## src/rtl/scan_chain_ctrl.sv

```systemverilog
// Scan chain sequencer: serially loads a pattern, pulses one functional
// capture cycle, then unloads the response into a parallel register.
module scan_chain_ctrl #(
   parameter int CHAIN_LEN = 16
) (
   input  logic                 CLK,
   input  logic                 RST,
   input  logic                 START,
   input  logic                 ABORT,
   input  logic [CHAIN_LEN-1:0] PAT_IN,
   input  logic                 SO,
   output logic                 SE,
   output logic                 SI,
   output logic                 BUSY,
   output logic                 DONE,
   output logic [CHAIN_LEN-1:0] RESP
);
   localparam int CNT_W = $clog2(CHAIN_LEN);
   localparam logic [CNT_W-1:0] LAST = CNT_W'(CHAIN_LEN - 1);

   typedef enum logic [2:0] {
      S_IDLE,
      S_SHIFT,
      S_CAPTURE,
      S_UNLOAD,
      S_FINISH
   } state_t;

   state_t               state_reg, state_next;
   logic [CNT_W-1:0]     cnt_reg, cnt_next;
   logic [CHAIN_LEN-1:0] pat_reg, pat_next;
   logic [CHAIN_LEN-1:0] shadow_reg, shadow_next;
   logic [CHAIN_LEN-1:0] resp_reg, resp_next;
   logic [CNT_W-1:0]     rev_idx;

   // Both load and unload walk the chain from its tail position downwards.
   assign rev_idx = LAST - cnt_reg;

   genvar gi;
   generate
      for (gi = 0; gi < CHAIN_LEN; gi++) begin : g_shadow
         assign shadow_next[gi] = (state_reg == S_UNLOAD && rev_idx == CNT_W'(gi))
                                  ? SO : shadow_reg[gi];
      end
   endgenerate

   always_ff @(posedge CLK) begin
      if (RST) begin
         state_reg  <= S_IDLE;
         cnt_reg    <= '0;
         pat_reg    <= '0;
         shadow_reg <= '0;
         resp_reg   <= '0;
      end else begin
         state_reg  <= state_next;
         cnt_reg    <= cnt_next;
         pat_reg    <= pat_next;
         shadow_reg <= shadow_next;
         resp_reg   <= resp_next;
      end
   end

   always_comb begin
      state_next = state_reg;
      cnt_next   = cnt_reg;
      pat_next   = pat_reg;
      resp_next  = resp_reg;
      case (state_reg)
         S_IDLE: begin
            if (START) begin
               pat_next   = PAT_IN;
               cnt_next   = '0;
               state_next = S_SHIFT;
            end
         end
         S_SHIFT: begin
            if (ABORT) begin
               cnt_next   = '0;
               state_next = S_IDLE;
            end else if (cnt_reg == LAST) begin
               cnt_next   = '0;
               state_next = S_CAPTURE;
            end else begin
               cnt_next = cnt_reg + 1'b1;
            end
         end
         S_CAPTURE: begin
            cnt_next   = '0;
            state_next = ABORT ? S_IDLE : S_UNLOAD;
         end
         S_UNLOAD: begin
            if (ABORT) begin
               cnt_next   = '0;
               state_next = S_IDLE;
            end else if (cnt_reg == LAST) begin
               // Last bit arrives on this same edge, so take the merged value.
               cnt_next   = '0;
               resp_next  = shadow_next;
               state_next = S_FINISH;
            end else begin
               cnt_next = cnt_reg + 1'b1;
            end
         end
         S_FINISH: begin
            cnt_next   = '0;
            state_next = S_IDLE;
         end
         default: begin
            cnt_next   = '0;
            state_next = S_IDLE;
         end
      endcase
   end

   assign SE   = (state_reg == S_SHIFT) || (state_reg == S_UNLOAD);
   assign SI   = (state_reg == S_SHIFT) ? pat_reg[rev_idx] : 1'b0;
   assign BUSY = (state_reg == S_SHIFT) || (state_reg == S_CAPTURE) ||
                 (state_reg == S_UNLOAD);
   assign DONE = (state_reg == S_FINISH);
   assign RESP = resp_reg;

endmodule

```

## config.mk

```make
export PLATFORM = sky130hd
export DESIGN_NAME = scan_chain_ctrl
export DESIGN_NICKNAME = d
export VERILOG_FILES = /design/src/rtl/scan_chain_ctrl.sv
export SDC_FILE = /design/constraint.sdc
export NUM_CORES = 1
export LEC_CHECK = 0
export CAP_MARGIN = 20
export CORE_UTILIZATION = 50
export CTS_BUF_LIST = sky130_fd_sc_hd__clkbuf_8
export DETAILED_ROUTE_END_ITERATION = 8
export PLACE_DENSITY = 0.85
export REMOVE_ABC_BUFFERS = 1
export SETUP_SLACK_MARGIN = 0.02
export SYNTH_ARGS = -nofsm -noshare
export SYNTH_HDL_FRONTEND = slang
export SYNTH_SLANG_ARGS = --single-unit
```

## constraint.sdc

```tcl
create_clock -name CLK -period 1.95 [get_ports CLK]
set_clock_uncertainty 0.1 [all_clocks]
set_input_delay 0.195 -clock CLK [delete_from_list [all_inputs] [get_ports CLK]]
set_output_delay 0.195 -clock CLK [all_outputs]
set_load 0.1 [all_outputs]
```

**Yosys cells after proc, flatten, opt, wreduce, memory -nomap -nowiden**

Index checks and enable logic that the tools add are counted.

- Logic and storage cells: 87
- Output and inout port bits: 20
- Bits of input ports: 21
- Flip-flop bits (word level): 55

- Magnitude comparators: 1
- Add/subtract/negate cells: 2
- Reduce and logical (&&, ||, !) cells: 25
- Mux-type cells: 30
- Bitwise operators: 1
- Equal/unequal tests: 23

Operators by type and width:

| operator | count |
|---|---|
| == test 4 bit (second input constant) | 9 |
| two-way mux 1 bit | 18 |
| == test 4 x 3 -> 1 bit (second input constant) | 4 |
| logical AND 1 bit | 16 |
| two-way mux 3 bit | 5 |
| two-way mux 4 bit | 3 |
| one-hot mux 3 bit (4 select lines) | 1 |
| == test 4 x 2 -> 1 bit (second input constant) | 2 |
| one-hot mux 4 bit (2 select lines) | 1 |
| == test 3 x 2 -> 1 bit (second input constant) | 2 |
| inequality test 3 bit (second input constant) | 2 |
| AND reduction 3 bit | 2 |
| < comparator 4 x 5 -> 1 bit (second input constant) | 1 |
| adder 4 x 1 -> 4 bit (second input constant) | 1 |
| binary-select mux 1 bit (select 4 bit) | 1 |
| == test 4 x 1 -> 1 bit (second input constant) | 1 |
| logical NOT 4 bit | 1 |
| subtractor 4 bit (first input constant) | 1 |
| == test 3 x 1 -> 1 bit (second input constant) | 1 |
| == test 3 bit (second input constant) | 1 |
| logical NOT 3 bit | 1 |
| logical OR 1 bit | 3 |
| two-way mux 2 bit | 1 |
| inequality test 2 bit (second input constant) | 1 |
| other kinds (3) | 3 |

**Longest topological paths before layout**

- Depth in word-level cells: 4
- Gate-level depth with buffers: 6

**Least setup slack after synthesis**

No wires, ideal clock.

- Path type: flip-flop to output port
- Start: reg state_reg[2]
- End: out SI
- Slack: -1.645 ns
- Data arrival time: 3.300 ns
- Stages on the path, launching flop included: 6
- Data required time: 1.655 ns
- Cells stage by stage: dfxtp_1 -> buf_2 -> buf_2 -> nor4b_1 -> o21ai_1 -> o32ai_1

- Cells in the longest elaborated chain, start to end: 2

RTL lines:

| item | line | RTL |
|---|---|---|
| start: declaration | 29 | `state_t state_reg, state_next;` |
| start signal: assignment | 55 | `state_reg <= state_next;` |
| == test 3 x 1 -> 1 bit | 116 | `assign SI = (state_reg == S_SHIFT) ? pat_reg[rev_idx] : 1'b0;` |
| two-way mux 1 bit | 116 |  |
| end: declaration | 13 | `output logic SI,` |

Every way passes these cells.

**Worst setup path after layout**

- Start: reg cnt_reg[1]
- End: out SI

- Cells in the longest elaborated chain, start to end: 4

RTL lines:

| item | line | RTL |
|---|---|---|
| start: declaration | 30 | `logic [CNT_W-1:0] cnt_reg, cnt_next;` |
| start signal: assignment | 56 | `cnt_reg <= cnt_next;` |
| subtractor 4 bit | 37 | `assign rev_idx = LAST - cnt_reg;` |
| binary-select mux 1 bit (select 4 bit) | 116 |  |
| two-way mux 1 bit (implied by the code) | 116 |  |
| two-way mux 1 bit | 116 |  |

Every way passes these cells. The select of a mux whose other input is x is not followed.

==> implementation parameters <==
Parameter                              Value

Global route
  Overflow after GRT    0
  Vias in the first global route    2,064
  Number of antenna violations at the first check in global routing    0
  Largest net degree at the start of global routing    55
  Total GRT Usage    22.8%
  First-pass GRT wire length    9400 um

Hold path
  Hold Path Class    in2reg
  Worst hold path stage count    3
  Origin of the worst min-delay path    PAT_IN[10]
  Worst Hold End    pat_reg[10]

Floorplan
  Std-Cell Core Area    4720 sq um
  Initial core utilization    51.7%
  X dimension of the die    71.9 um
  Area of the die    5170 sq um
  Number of placed I/O pins    41
  Cell Rows    25
  Chip Height    71.9 um

Route
  Residual antenna-violating net count after detailed routing    0
  Number of detailed-route iterations in the first pass    4
  Final wirelength    5470 um
  Via total after detailed routing    2,198
  Count of routing violations after the opening detailed-route iteration    249
  Post-detailed-route DRC marker count    0
  Met2 routed WL    2900 um
  Routed vias/inst    5.61
  Mean routed wirelength per cell    13.9 um
  Met3 routed wirelength    193 um
  DR top layer    met4
  Routed length on met1    2310 um

Cells and area
  Most common cell after layout, fill and taps aside    sky130_fd_sc_hd__dfxtp_1
  Final layout net count    349
  Inserted Diodes    0
  Count of placed standard cells in the final layout, fillers left out    392
  Share of cells above drive strength 1    19.1%
  Layout Area Growth over Synthesis    26.5%
  Fin area    3090 sq um
  Post-layout utilization of the core    65.4%
  Commonest cells after routing, fill and taps aside    51 x sky130_fd_sc_hd__dfxtp_1, 50 x sky130_fd_sc_hd__a21oi_1, 38 x sky130_fd_sc_hd__nand2_1

Pwr
  Power share of the combinational group    10.6%
  Pint    1.65 mW
  Pwr per Cell Area    699 nW/um^2
  Max rail drop VDD    0.379 mV
  Total power    2.16 mW
  Share of power burned in registers    52.8%
  Clock share of power    36.6%
  Sw power    507 uW
  Net switching fraction of the power    23.5%
  Total leakage power    1.10 nW

Critical path
  Launching element type of the critical path    flip-flop
  Critical path type    reg2out
  Largest stage delay on the critical path    0.55 ns
  Arrival time at the worst endpoint    1.68 ns
  Cell type group with the largest total delay on the critical path    multiplexers
  Kind of end point of the critical path    primary output
  Critical register-to-register path endpoint    RESP[5]
  Master of the slowest instance on the critical path    sky130_fd_sc_hd__mux4_2
  Number of buffers and inverters on the critical path    1
  Worst Path Required    1.65 ns
  Minimum setup slack among reg-to-reg paths    0.20 ns
  Cells traversed along the worst timing path    mux4_2 > nor2_4 > o32ai_4 > buf_12
  Worst flop-to-flop path startpoint    cnt_reg[1]
  Maximum net fanout on the critical path    6
  Worst R2R Path Depth    6

Yosys
  Asr flop ratio synth    0%
  Avg Inst Size Synth    8.48 sq um
  Synth Area in Compound Gates    19.8%
  Number of library cell types mapped by synthesis    43
  Top flip-flop cell by instance count after synthesis    sky130_fd_sc_hd__dfxtp_1
  Dominant cells by area after synthesis    sky130_fd_sc_hd__dfxtp_1 44%, sky130_fd_sc_hd__a21oi_1 10%, sky130_fd_sc_hd__nand2_1 5.8%
  Sequential cell area fraction in the yosys report    44.2%
  Combinational family with the most area after synthesis    simple AND/OR/NAND/NOR gates
  Seq cells post-synth    54
  Total of warnings raised by yosys    0
  Xor and xnor fraction of the mapped netlist area    0.358%
  Cell count after synthesis    288
  Post-Synthesis Cell Area    2440 sq um
  Adder-cell share of the synthesized area    2.05%
  Number of flops mapped to enable cells by yosys    0
  Multiplexer share of the synthesized area    3.64%
  Simple-Gate Fraction of Synth Area    23.7%
  Portion of synthesized cell area occupied by the leading cell type    44.2%
  Post-synth top area cell    sky130_fd_sc_hd__dfxtp_1

Clocking
  Clock transition time at the flip-flop clock pins of the worst setup and hold paths    0.10 ns
  Num CTS Buffers    5
  Source-to-sink clock delay at the later pin of the worst-skew pair    0.31 ns
  Num Clock Sinks    54
  Buffer depth of the longest clock path    2
  Cell chosen for the clock root    sky130_fd_sc_hd__clkbuf_8
  TritonCTS clock tree    yes
  # Post-CTS Setup Buffers    0
  Maximum level of the CTS H-tree    2

Run status
  Violations in the final reports    setup timing
  Outcome    complete, but fails checks

Timing
  Final Hold Fails    0
  Highest achievable clock rate    0.506 GHz
  Fin crit share    101%
  Worst hold-check slack    0.318 ns
  Unrepaired setup endpoints after global routing    yes
  Post-route minimum period    1.98 ns
  Number of slew-limit violations in the final report    0
  Crit path setup slack, layout    -0.0272 ns
  Final-report setup violation count    1
  Total negative slack    -0.0272 ns
  Worst slew pin tran    0.487 ns
  Tightest slew margin relative to the limit    67.3%

Placement
  Placed cell areas    2910 sq um
  PortBufs    40
  Post-placement setup slack    0.0374 ns
  HPWL after DPL    3730 um
  Inst Count DP    384
  Last weighted congestion value of the routability-driven placer    0.817

Job
  Max_cap viols    0
## per-layer routing
metal  vias up  global-route usage (%)
met4         0                    7.41
met5         -                       0
met1      1032                    26.8
met3         7                    5.14
met2        53                    41.3
li1       1106                       -
## tightest hold or removal path: cells and delay by family
| kind | cells | cell delay, ns |
|---|---|---|
| and+or+nand+nor | 1 | 0.06 |
| AOI/OAI and AO/OA | 1 | 0.05 |
| buffers and inverters | 1 | 0.39 |
## cell usage after synthesis (3+ instances only)
library cell / n
sky130_fd_sc_hd__clkbuf_1: 7
sky130_fd_sc_hd__dfxtp_1: 54
sky130_fd_sc_hd__nor2_1: 7
sky130_fd_sc_hd__nand4b_1: 4
sky130_fd_sc_hd__nand3_1: 27
sky130_fd_sc_hd__mux2_2: 3
sky130_fd_sc_hd__inv_1: 3
sky130_fd_sc_hd__nor2b_1: 3
sky130_fd_sc_hd__buf_6: 3
sky130_fd_sc_hd__nand2b_1: 3
sky130_fd_sc_hd__buf_2: 14
sky130_fd_sc_hd__and4b_1: 4
sky130_fd_sc_hd__o21ai_0: 18
sky130_fd_sc_hd__ha_1: 4
sky130_fd_sc_hd__o21ai_1: 12
sky130_fd_sc_hd__a21oi_1: 50
sky130_fd_sc_hd__nand2_1: 38
sky130_fd_sc_hd__a311oi_1: 4
## cell families after synthesis
group	Yosys count
XOR/XNOR	1
multiplexers	6
adder cells (fa/ha/maj)	4
AND/OR/NAND/NOR	104
AO/OA/AOI/OAI	90
buffers and inverters	29
flip-flops	54
## worst max-delay path by stage
stage,start,endpoint,slack (ns),cells after the start
detailed placement,cnt_reg[1],RESP[10],0.04,6
global route,cnt_reg[1],SI,-0.08,4
floorplan,state_reg[0],SI,-1.61,3
finish,cnt_reg[1],SI,-0.03,4
CTS,cnt_reg[1],SI,-0.04,4
global placement,cnt_reg[1],SI,0.1,5
## final cells by class
type / count / area (sq um)
Clock buffer: 6 / 82.6
Clock inverter: 2 / 38.8
Fill cell: 422 / 1630
Inverter: 3 / 11.3
Multi-Input combinational cell: 205 / 1260
Sequential cell: 54 / 1090
Tap cell: 67 / 83.8
Timing Repair Buffer: 55 / 529
## power by group through the flow
stage | logic [mW] | registers (mW) | clock network, mW
detailed placement | 0.219 | 1.17 | 0
finish | 0.228 | 1.14 | 0.791
global placement | 0.215 | 1.17 | 0
CTS | 0.226 | 1.14 | 0.801
global route | 0.247 | 1.14 | 0.848
floorplan | 0.102 | 1.17 | 0
## repair_timing
item                       CTS  global route
setup endpoints to repair    3             1
pin swaps                    1             0
hold buffers                 0             0
gates resized for setup     11             2
Note: power is estimated with default switching activity, not from simulation.
